==> src/rtl/monochrome_pkg.sv <==
// monochrome_pkg: shared mode codes and register bit positions for monochrome_ctrl.
package monochrome_pkg;
   localparam logic [1:0] MODE_COLOR  = 2'b00;
   localparam logic [1:0] MODE_GRAY   = 2'b01;
   localparam logic [1:0] MODE_ORANGE = 2'b10;
   localparam logic [1:0] MODE_GREEN  = 2'b11;
   localparam int LOCK_BIT    = 7;
   localparam int PENDING_BIT = 3;
endpackage

==> src/rtl/monochrome_ctrl_hotkey_holdoff.sv <==
// hotkey_holdoff: hotkey rising-edge detect with a frame-counted holdoff after each accepted press.
//   clk, rst       clock, synchronous active-high reset
//   hotkey         keyboard level, already synchronous to clk
//   vsync_pulse    frame-start strobe, decrements the holdoff
//   enable         presses allowed (register not locked)
//   load_block     a register write this cycle drops the press
//   accept         one-cycle pulse for an accepted press
module hotkey_holdoff #(
   parameter int HOLDOFF_FRAMES = 8
) (
   input  logic clk,
   input  logic rst,
   input  logic hotkey,
   input  logic vsync_pulse,
   input  logic enable,
   input  logic load_block,
   output logic accept
);
   logic       prev;
   logic [7:0] holdoff;
   assign accept = hotkey && !prev && enable && holdoff == 8'd0 && !load_block;
   always_ff @(posedge clk) begin
      if (rst) begin
         prev    <= 1'b0;
         holdoff <= 8'd0;
      end else begin
         prev <= hotkey;
         // a fresh load outranks the per-frame decrement
         if (accept) holdoff <= 8'(HOLDOFF_FRAMES);
         else if (vsync_pulse && holdoff != 8'd0) holdoff <= holdoff - 8'd1;
      end
   end
endmodule

==> src/rtl/monochrome_ctrl.sv <==
// monochrome_ctrl: ZX-Uno register holding the monochrome mode, committed only at frame start.
//   Optional hotkey cycling is built when MONOCHROME_HOTKEY_EN is defined.
//   clk, rst                  clock, synchronous active-high reset
//   zxuno_addr/regrd/regwr    register bus address and strobes, din write data
//   dout, oe                  read data and its drive enable
//   vsync_pulse               one-cycle frame-start strobe
//   hotkey                    keyboard level for mode cycling
//   monochrome_selection      committed mode, pending: request awaits next vsync
module monochrome_ctrl
   import monochrome_pkg::*;
#(
   parameter logic [7:0] REG_ADDR       = 8'h0F,
   parameter int         HOLDOFF_FRAMES = 8
) (
   input  logic       clk,
   input  logic       rst,
   input  logic [7:0] zxuno_addr,
   input  logic       zxuno_regrd,
   input  logic       zxuno_regwr,
   input  logic [7:0] din,
   output logic [7:0] dout,
   output logic       oe,
   input  logic       vsync_pulse,
   input  logic       hotkey,
   output logic [1:0] monochrome_selection,
   output logic       pending
);
   logic [1:0] target;
   logic       lock;
   logic       wr;
   logic       accept;
   assign wr = zxuno_regwr && zxuno_addr == REG_ADDR;
   assign oe = zxuno_regrd && zxuno_addr == REG_ADDR;
`ifdef MONOCHROME_HOTKEY_EN
   logic unused_din;
   assign unused_din = ^din[6:2];
   hotkey_holdoff #(.HOLDOFF_FRAMES(HOLDOFF_FRAMES)) u_hotkey (
      .clk(clk),
      .rst(rst),
      .hotkey(hotkey),
      .vsync_pulse(vsync_pulse),
      .enable(!lock),
      .load_block(wr),
      .accept(accept)
   );
`else
   // lock is storage only; hotkey and holdoff have no effect in this build
   localparam int unused_holdoff = HOLDOFF_FRAMES;
   logic unused_in;
   assign unused_in = ^{din[6:2], hotkey};
   assign accept = 1'b0;
`endif
   always_comb begin
      dout = 8'h00;
      dout[1:0] = target;
      dout[PENDING_BIT] = pending;
      dout[LOCK_BIT] = lock;
   end
   always_ff @(posedge clk) begin
      if (rst) begin
         monochrome_selection <= MODE_COLOR;
         target               <= MODE_COLOR;
         pending              <= 1'b0;
         lock                 <= 1'b0;
      end else begin
         // commit always uses the target held before any same-cycle request
         if (vsync_pulse && pending) monochrome_selection <= target;
         if (wr) begin
            target  <= din[1:0];
            lock    <= din[LOCK_BIT];
            pending <= 1'b1;
         end else if (accept) begin
            target  <= target + 2'd1;
            pending <= 1'b1;
         end else if (vsync_pulse) begin
            pending <= 1'b0;
         end
      end
   end
endmodule

==> config.mk <==
export PLATFORM = sky130hd
export DESIGN_NAME = monochrome_ctrl
export DESIGN_NICKNAME = d
export VERILOG_FILES = /design/src/rtl/monochrome_pkg.sv /design/src/rtl/monochrome_ctrl_hotkey_holdoff.sv /design/src/rtl/monochrome_ctrl.sv
export SDC_FILE = /design/constraint.sdc
export NUM_CORES = 1
export LEC_CHECK = 0
export CORE_AREA = 2 2 39 41
export CTS_CLUSTER_SIZE = 12
export DETAILED_ROUTE_END_ITERATION = 16
export DIE_AREA = 0 0 41 43
export PLACE_DENSITY = 0.71
export SYNTH_ARGS = -nofsm -noshare
export SYNTH_HDL_FRONTEND = slang
export SYNTH_HIERARCHICAL = 1
export SYNTH_SLANG_ARGS = --single-unit
==> constraint.sdc <==
create_clock -name clk -period 1.3 [get_ports clk]
set_input_delay 0.325 -clock clk [delete_from_list [all_inputs] [get_ports clk]]
set_output_delay 0.325 -clock clk [all_outputs]
set_load 0.005 [all_outputs]
**Word level (Yosys, flattened, before mapping)**

Cells that the tools add are included.

- Flip-flop bits (word level): 6

- Multiplexer cells: 2
- Reductions and logical operators: 4
- Eq/ne operators: 1

Operators with widths:

| operator | number |
|---|---|
| 8-bit by 4-bit equality test with 1-bit output, second input constant | 1 |
| 1-bit logical AND | 3 |
| 1-bit two-way mux | 2 |
| 2-bit nonzero test | 1 |

**Depth between registers and ports, before layout**

Gate-level depths: netlist of the first run.

- Depth after elaboration: 3
- Gate-level depth with buffers: 4
- Mapped depth without buffers: 3

**Worst setup path after synthesis of the first run**

Ideal clock, no wire load.

- Kind: input port to output port
- From: input port zxuno_addr[4]
- To: output port oe
- Arrival: 774 ps
- Stages: 2
- Buffers on the path: 0
- Path slack: 201 ps
- Required time: 975 ps
- Path through: and4bb_1 -> and3_2

- Longest elaborated chain between the ends: 2

RTL lines:

| what | line | source |
|---|---|---|
| start, declared | monochrome_ctrl.sv:17 | `input logic [7:0] zxuno_addr,` |
| 8-bit by 4-bit equality test with 1-bit output | monochrome_ctrl.sv:33 | `assign oe = zxuno_regrd && zxuno_addr == REG_ADDR;` |
| 1-bit logical AND | monochrome_ctrl.sv:33 |  |
| end, declared | monochrome_ctrl.sv:22 | `output logic oe,` |

Every way passes these cells.

**Worst setup path in the final report of the first run**

- From: input port zxuno_addr[6]
- To: output port oe

The elaborated chain is that of the path after synthesis.

==> results of run 1 <==
==> worst paths after layout <==
check | slack (ns) | end | depth (start not counted) | startpoint
max reg2reg | 0.54 | monochrome_selection[1]$_SDFFE_PP0P_ | 4 | pending$_SDFFE_PP0P_
max | 0.01 | oe | 4 | zxuno_addr[6]
min | 0.44 | monochrome_selection[1]$_SDFFE_PP0P_ | 2 | monochrome_selection[1]$_SDFFE_PP0P_
min reg2reg | 0.44 | monochrome_selection[1]$_SDFFE_PP0P_ | 2 | monochrome_selection[1]$_SDFFE_PP0P_
==> cells in the final DEF, fill, tap and decap left out <==
| master | count |
|---|---|
| dlygate4sd2_1 | 8 |
| nand2b_1 | 7 |
| clkdlybuf4s50_1 | 6 |
| buf_4 | 6 |
| clkbuf_2 | 5 |
| conb_1 | 4 |
| dfxtp_1 | 4 |
| nand3_1 | 3 |
| a21oi_1 | 3 |
| mux2i_1 | 3 |
| nand2_1 | 3 |
| clkbuf_4 | 3 |
| and4bb_1 | 2 |
| buf_2 | 2 |
| buf_6 | 2 |
| dfxtp_2 | 2 |
| and3_4 | 1 |
| and3_2 | 1 |
==> layout make-up <==
class	count	area share, %
repair buffers	29	40.7
multi-input cells	27	30.4
flip-flops and latches	6	21.4
clock buffers	3	3.94
well taps	16	3.50
==> stage by stage <==
step | util [%] | hold slack, ns | power, uW
finish | 41.3 | 0.444 | 409
global route | 41.3 | 0.475 | 439
CTS | 42.0 | 0.447 | 420
detailed placement | 40.6 | 0.443 | 252
global placement | 40.6 | 0.443 | 251
floorplan | - | 0.394 | 209
==> power groups by stage <==
stage	sequential [uW]	clock, uW	combinational, uW
finish	185	168	56.3
global route	184	193	62.2
CTS	185	178	56.6
detailed placement	188	0	63.7
global placement	188	0	63.2
floorplan	188	0	20.4
==> sequential cells by signal, indices dropped and copies added, names as in the netlist <==
register / flops
monochrome_selection: 2
lock: 1
pending: 1
target: 2
==> metal layers <==
metal / up-vias / wire, um / share of wire (%)
li1: 172 / - / -
met1: 151 / 303 / 40
met2: 21 / 342 / 46
met3: 2 / 100 / 13
met4: 0 / 4 / 0.53
met5: - / 0 / 0
==> worst register-to-register path: cells and delay by family (launching register included) <==
family,cells,cell delay (ns)
AOI/OAI and AO/OA,1,0.12
buffers and inverters,1,0.14
DFF,1,0.32
and+or+nand+nor,2,0.12
==> repair_timing <==
action,in CTS,in global routing
setup buffers,2,1
gates cloned,0,0
endpoints found under the hold margin,0,0
setup endpoints to repair,11,1
pin swaps,3,3
resized for setup,34,8
==> kinds of logic after synthesis <==
family          after synthesis
simple gates                 17
compound gates                3
buf+inv                       7
mux                           3
other cells                   1
flops                         6
==> reports/results.ini, run 1 <==
[routing]
wire_per_inst_um = 9.26
drc = 0
first_pass_iters = 4
postRouteAntennaNets = 0
vias = 346
via_per_inst = 4.27
routed_wl_um = 750
drtIter0Drc = 6

[pwr]
powerDensity_nw_per_um2 = 715
cellLeakagePower_uw = 0.000281
power_switching_share_pct = 19.5
irDropWorstVdd_uv = 244
p_clk_share_pct = 41.0
pwr-share-seq_pct = 45.2
p_int_uw = 329
power_frac_comb_pct = 13.8
power.switching_uw = 79.7

[flow_run]
drv_cap = 0

[clock_network]
cts_tree = built
cts_buffers = 3
clk_latency_ns = 0.24
htreeDepth = 1
root_buffer = clkbuf_4
cts_buffer_depth = 2
cts.sinks = 6
clk_pin_slew_ns = 0.05
postCtsHoldBufs = 0

[floorplan]
pin_count = 34
die_area_um2 = 1760
die_w_um = 41
die_h_um = 43
row_count = 14
coreArea_um2 = 1380
start_util_pct = 24.1

[sta]
setup-violations-final = 0
clock.fmax_mhz = 776
finalSetupTns_ns = 0
finalHoldViolations = 0
clock_skew_ns = 0.00319
rsz0062_at_grt = true
min_period_over_period_pct = 99.1
finalMaxSlewViolations = 0
period_needed_ns = 1.29
setup_ws_ns = 0.0119

[layout]
multi_input_comb_area_um2 = 174
regArea_um2 = 123
diodes = 0
fillerInstances = 154
design_area_um2 = 572
drive_gt1_share_pct = 33.8
fin_cells = 81
layout.nets = 89
area_delta_synth_final_pct = 71.2

[status]
status = completed

[global_route]
grt_usage_pct = 10.8
grt_antenna_before_repair = 0
grtUsageMet3_pct = 6.81
grt_pass1_vias = 352
grt_use_met2_pct = 15.9
grt_pass1_wl_um = 1250
gr-total-overflow = 0
use_met1_pct = 10.3
grt-busiest-layer = met2
grt_max_degree = 9

[synthesis]
synth_area_um2 = 334
synth_edf_count = 0
synth_top_family_by_area = simple AND/OR/NAND/NOR gates
synthTopCellsByCount = 7 x nand2b_1, 6 x buf_4, 6 x dfxtp_1
synthMuxAreaShare_pct = 8.99
synth_largest_area_cell = dfxtp_1
ys_ff_latch = 6
synth_top_area_share_pct = 36.0
ys_warn_count = 6
yosysMostFrequentCell = nand2b_1
synthArstFlopShare_pct = 0
ys.flop_type = dfxtp_1
synth-simple-area-share_pct = 32.6
synth_compound_area_share_pct = 4.49
synth.avg_cell_area_um2 = 9.03
synthTopCellsByArea = dfxtp_1 36%, buf_4 13%, nand2b_1 13%
synth_xor_area_share_pct = 0
netlist_instances = 37
synth_fa_ha_area_share_pct = 0
ys_types = 12
yosysSeqAreaShare_pct = 36.0

[critical_path]
crit_type = input pin to primary output
crit_chain = buf_6 -> and4bb_1 -> and3_4 -> buf_6
cp_common_cell = buf_6
crit_buf_inv = 2
path_delay_family = simple AND/OR/NAND/NOR gates
cp_data_arrival_time_ns = 0.96
critical_path.max_fanout = 2
critical_path_required_ns = 0.98
end_kind = primary output
start_kind = input pin
cpMaxStageDelayCell = and4bb_1
worst_path_largest_cell_delay_ns = 0.28

[placement]
placed_cells = 75
hpwl_um = 593
place_ws_ns = -0.710
io_buffers = 23
placed_area_um2 = 562
place.gp.congestion = 0.624

[worst_hold_path]
hold_class = register to register

Power figures use the tool's default switching activity.
==> run 2, diff against run 1 <==
--- a/config.mk
+++ b/config.mk
@@ -5,10 +5,11 @@
 export SDC_FILE = /design/constraint.sdc
 export NUM_CORES = 1
 export LEC_CHECK = 0
-export CORE_AREA = 2 2 39 41
+export ABC_AREA = 1
+export CORE_MARGIN = 3
+export CORE_UTILIZATION = 25
 export CTS_CLUSTER_SIZE = 12
 export DETAILED_ROUTE_END_ITERATION = 16
-export DIE_AREA = 0 0 41 43
 export PLACE_DENSITY = 0.71
 export SYNTH_ARGS = -nofsm -noshare
 export SYNTH_HDL_FRONTEND = slang
==> constraint.sdc (replaced) <==
create_clock -name clk -period 1 [get_ports clk]
set_input_delay 0.25 -clock clk [delete_from_list [all_inputs] [get_ports clk]]
set_output_delay 0.25 -clock clk [all_outputs]
set_load 0.005 [all_outputs]
==> run 2 against run 1 <==
First-iteration DRC count decreased by 50%; routed wire length is 21% higher; worst hold slack worse by 0.050 ns; sequential cell count did not move; the flow now finishes with violations (negative setup slack); clock-buffer cell count unchanged; highest routed layer is now met3; critical path type unchanged; area after synthesis grew 7.5%; sequential share of layout area fell by 0.46 points; global-route usage decreased by 0.57 points; utilization up 4.8 points.
==> reports/results.ini, run 2 <==
[status]
status = finished, violations left  ; was completed
violations = negative setup slack

[clock_network]
cts_buffer_depth = 2  ; unchanged
root_buffer = clkbuf_4  ; unchanged
clk_latency_ns = 0.24  ; about the same
cts_tree = built  ; unchanged
cts_buffers = 3  ; unchanged
htreeDepth = 1  ; unchanged
postCtsHoldBufs = 0  ; unchanged
cts.sinks = 6  ; unchanged
clk_pin_slew_ns = 0.04  ; was 0.05 ns

[layout]
final_common_cell = inv_1  ; was dlygate4sd2_1
largestRegisters = monochrome_selection (2), target (2)  ; unchanged
design_area_um2 = 608  ; was 572 um^2
fin_cells = 98  ; was 81
layout.nets = 107  ; was 89
drive_gt1_share_pct = 47.0  ; was 33.8%
diodes = 0  ; unchanged
area_delta_synth_final_pct = 69.3  ; was 71.2%
final_cell_mix = 12 x inv_1, 11 x buf_2, 10 x nand2_1, 6 x dfxtp_2  ; was 8 x dlygate4sd2_1, 7 x nand2b_1, 6 x clkdlybuf4s50_1, 6 x buf_4, 5 x clkbuf_2
final_core_util_pct = 46.2  ; was 41.3%

[sta]
min_period_over_period_pct = 106
finalHoldViolations = 0  ; unchanged
rsz0062_at_grt = true  ; unchanged
setup-violations-final = 1  ; was 0
finalSetupTns_ns = -0.0575  ; was 0 ns
finalMaxSlewViolations = 0  ; unchanged
clock.fmax_mhz = 946
period_needed_ns = 1.06
hold_ws_ns = 0.394  ; was 0.444 ns
clock_skew_ns = 0.00171  ; was 0.00319 ns
setup_ws_ns = -0.0575  ; was 0.0119 ns

[routing]
postRouteAntennaNets = 0  ; unchanged
first_pass_iters = 2  ; was 4
vias = 391  ; was 346
wire_per_inst_um = 9.23  ; was 9.26 um
via_per_inst = 3.99  ; was 4.27
drtIter0Drc = 3  ; was 6
routed_wl_um = 905  ; was 750 um
drc = 0  ; unchanged

[synthesis]
ys_ff_latch = 6  ; unchanged
synthArstFlopShare_pct = 0  ; unchanged
synthTopCellsByArea = dfxtp_1 33%, inv_1 17%, buf_4 13%  ; was dfxtp_1 36%, buf_4 13%, nand2b_1 13%
synth.avg_cell_area_um2 = 6.41  ; was 9.03 um^2
synthTopCellsByCount = 16 x inv_1, 12 x nand2_1, 6 x buf_4, 6 x dfxtp_1  ; was 7 x nand2b_1, 6 x buf_4, 6 x dfxtp_1
synth_area_um2 = 359  ; was 334 um^2
synth_edf_count = 0  ; unchanged
synth_largest_area_cell = dfxtp_1  ; unchanged
synth_top_area_share_pct = 33.4  ; was 36.0%
yosysMostFrequentCell = inv_1  ; was nand2b_1
ys_warn_count = 6  ; unchanged
ys.flop_type = dfxtp_1  ; unchanged
ys_types = 12  ; unchanged
yosysSeqAreaShare_pct = 33.4  ; was 36.0%
netlist_instances = 56  ; was 37

[critical_path]
r2r_slack_ns = 0.14  ; was 0.54 ns
cp_data_arrival_time_ns = 0.81  ; was 0.96 ns
end_kind = primary output  ; unchanged
start_kind = input pin  ; unchanged
critical_path_required_ns = 0.75  ; was 0.98 ns
crit_type = input pin to primary output  ; unchanged
critical_path.max_fanout = 2  ; unchanged

[pwr]
pwr-share-seq_pct = 43.9  ; was 45.2%
power_frac_comb_pct = 17.0  ; was 13.8%
cellLeakagePower_uw = 0.000344  ; was 0.000281 uW
powerDensity_nw_per_um2 = 902  ; was 715 nW/um^2
irDropWorstVdd_uv = 779  ; was 244 uV
power.switching_uw = 117  ; was 79.7 uW
p_int_uw = 432  ; was 329 uW
p_clk_share_pct = 39.1  ; was 41.0%
power_switching_share_pct = 21.3  ; was 19.5%

[worst_hold_path]
hold_class = input pin to register  ; was register to register

[placement]
placed_cells = 94  ; was 75
io_buffers = 23  ; unchanged
placed_area_um2 = 597  ; was 562 um^2
place.gp.congestion = 0.737  ; was 0.624
hpwl_um = 717  ; was 593 um

[global_route]
grt_max_degree = 6  ; was 9
grt_pass1_wl_um = 1410  ; was 1250 um
grt_antenna_before_repair = 0  ; unchanged
gr-total-overflow = 0  ; unchanged
grt_usage_pct = 10.3  ; was 10.8%
grt_pass1_vias = 353  ; was 352

[floorplan]
pin_count = 34  ; unchanged
row_count = 13  ; was 14
start_util_pct = 27.3  ; was 24.1%
die_h_um = 43.9  ; was 43 um
coreArea_um2 = 1320  ; was 1380 um^2
die_area_um2 = 1930  ; was 1760 um^2
die_w_um = 43.9  ; was 41 um

[flow_run]
drv_cap = 0  ; unchanged

## run 2: cell types whose count changed after synthesis, moves of 2 or more
cell / delta
nand3_1: -3
nor2_2: +2
nand4_1: +3
nand2b_1: -7
mux2i_1: -3
o21ai_0: +2
nor2_1: +3
nand2_1: +9
and4bb_1: -2
inv_1: +16
## run 2: through the flow
stage / power (uW) / setup WS, ns
after floorplan: 280 / 0.0503
after global placement: 334 / -0.777
after detailed placement: 336 / -0.814
after CTS: 556 / -0.0609
after global routing: 588 / -0.0840
final: 548 / -0.0575
## run 2: cell type report
cell class                 instances  area [um^2]
timing repair buffer              27          213
multi-input combinational         31          166
fill                             133          709
tap                               15         18.8
inverter                          16         60.1
clock buffer                       3         22.5
sequential                         6          128
## run 2: worst paths after layout
check | cells after the start | start | to
worst max register to register | 5 | pending$_SDFFE_PP0P_ | monochrome_selection[0]$_SDFFE_PP0P_
worst min-delay path | 3 | zxuno_regwr | pending$_SDFFE_PP0P_
worst max-delay path | 6 | zxuno_addr[5] | oe
worst min register to register | 2 | target[0]$_SDFFE_PP0P_ | monochrome_selection[0]$_SDFFE_PP0P_
## run 2: cells by family after synthesis
logic type,synth area share [%]
AO/OA/AOI/OAI,6.97
buffers and inverters,29.3
flip-flops,33.5
other,1.04
AND/OR/NAND/NOR,29.3
## run 2: metal layers
metal	vias up	track usage, %	routed length (um)
met2	12	17.4	512
li1	208	-	-
met4	0	3.61	0
met5	-	0	0
met1	171	9.93	319
met3	0	6.64	73
## run 2: repair_timing
item	CTS	global route
gates resized for setup	73	5
endpoints found under the setup margin	12	5
setup buffers	2	0
hold endpoints to repair	0	0
pin swaps	7	2
## run 2: power by group through the flow
| stage | Clock [uW] | Combinational, uW | Sequential, uW |
|---|---|---|---|
| final | 215 | 93.1 | 241 |
| after floorplan | 0 | 34.6 | 245 |
| after global routing | 246 | 102 | 240 |
| after CTS | 230 | 85.6 | 240 |
| after global placement | 0 | 88.8 | 245 |
| after detailed placement | 0 | 90.9 | 245 |
## run 2: worst max-delay path, cell delays in order
cell	delay, ns
buf_6	0.09
inv_2	0.04
nand2_2	0.06
nor2_4	0.11
and3_4	0.18
buf_6	0.09
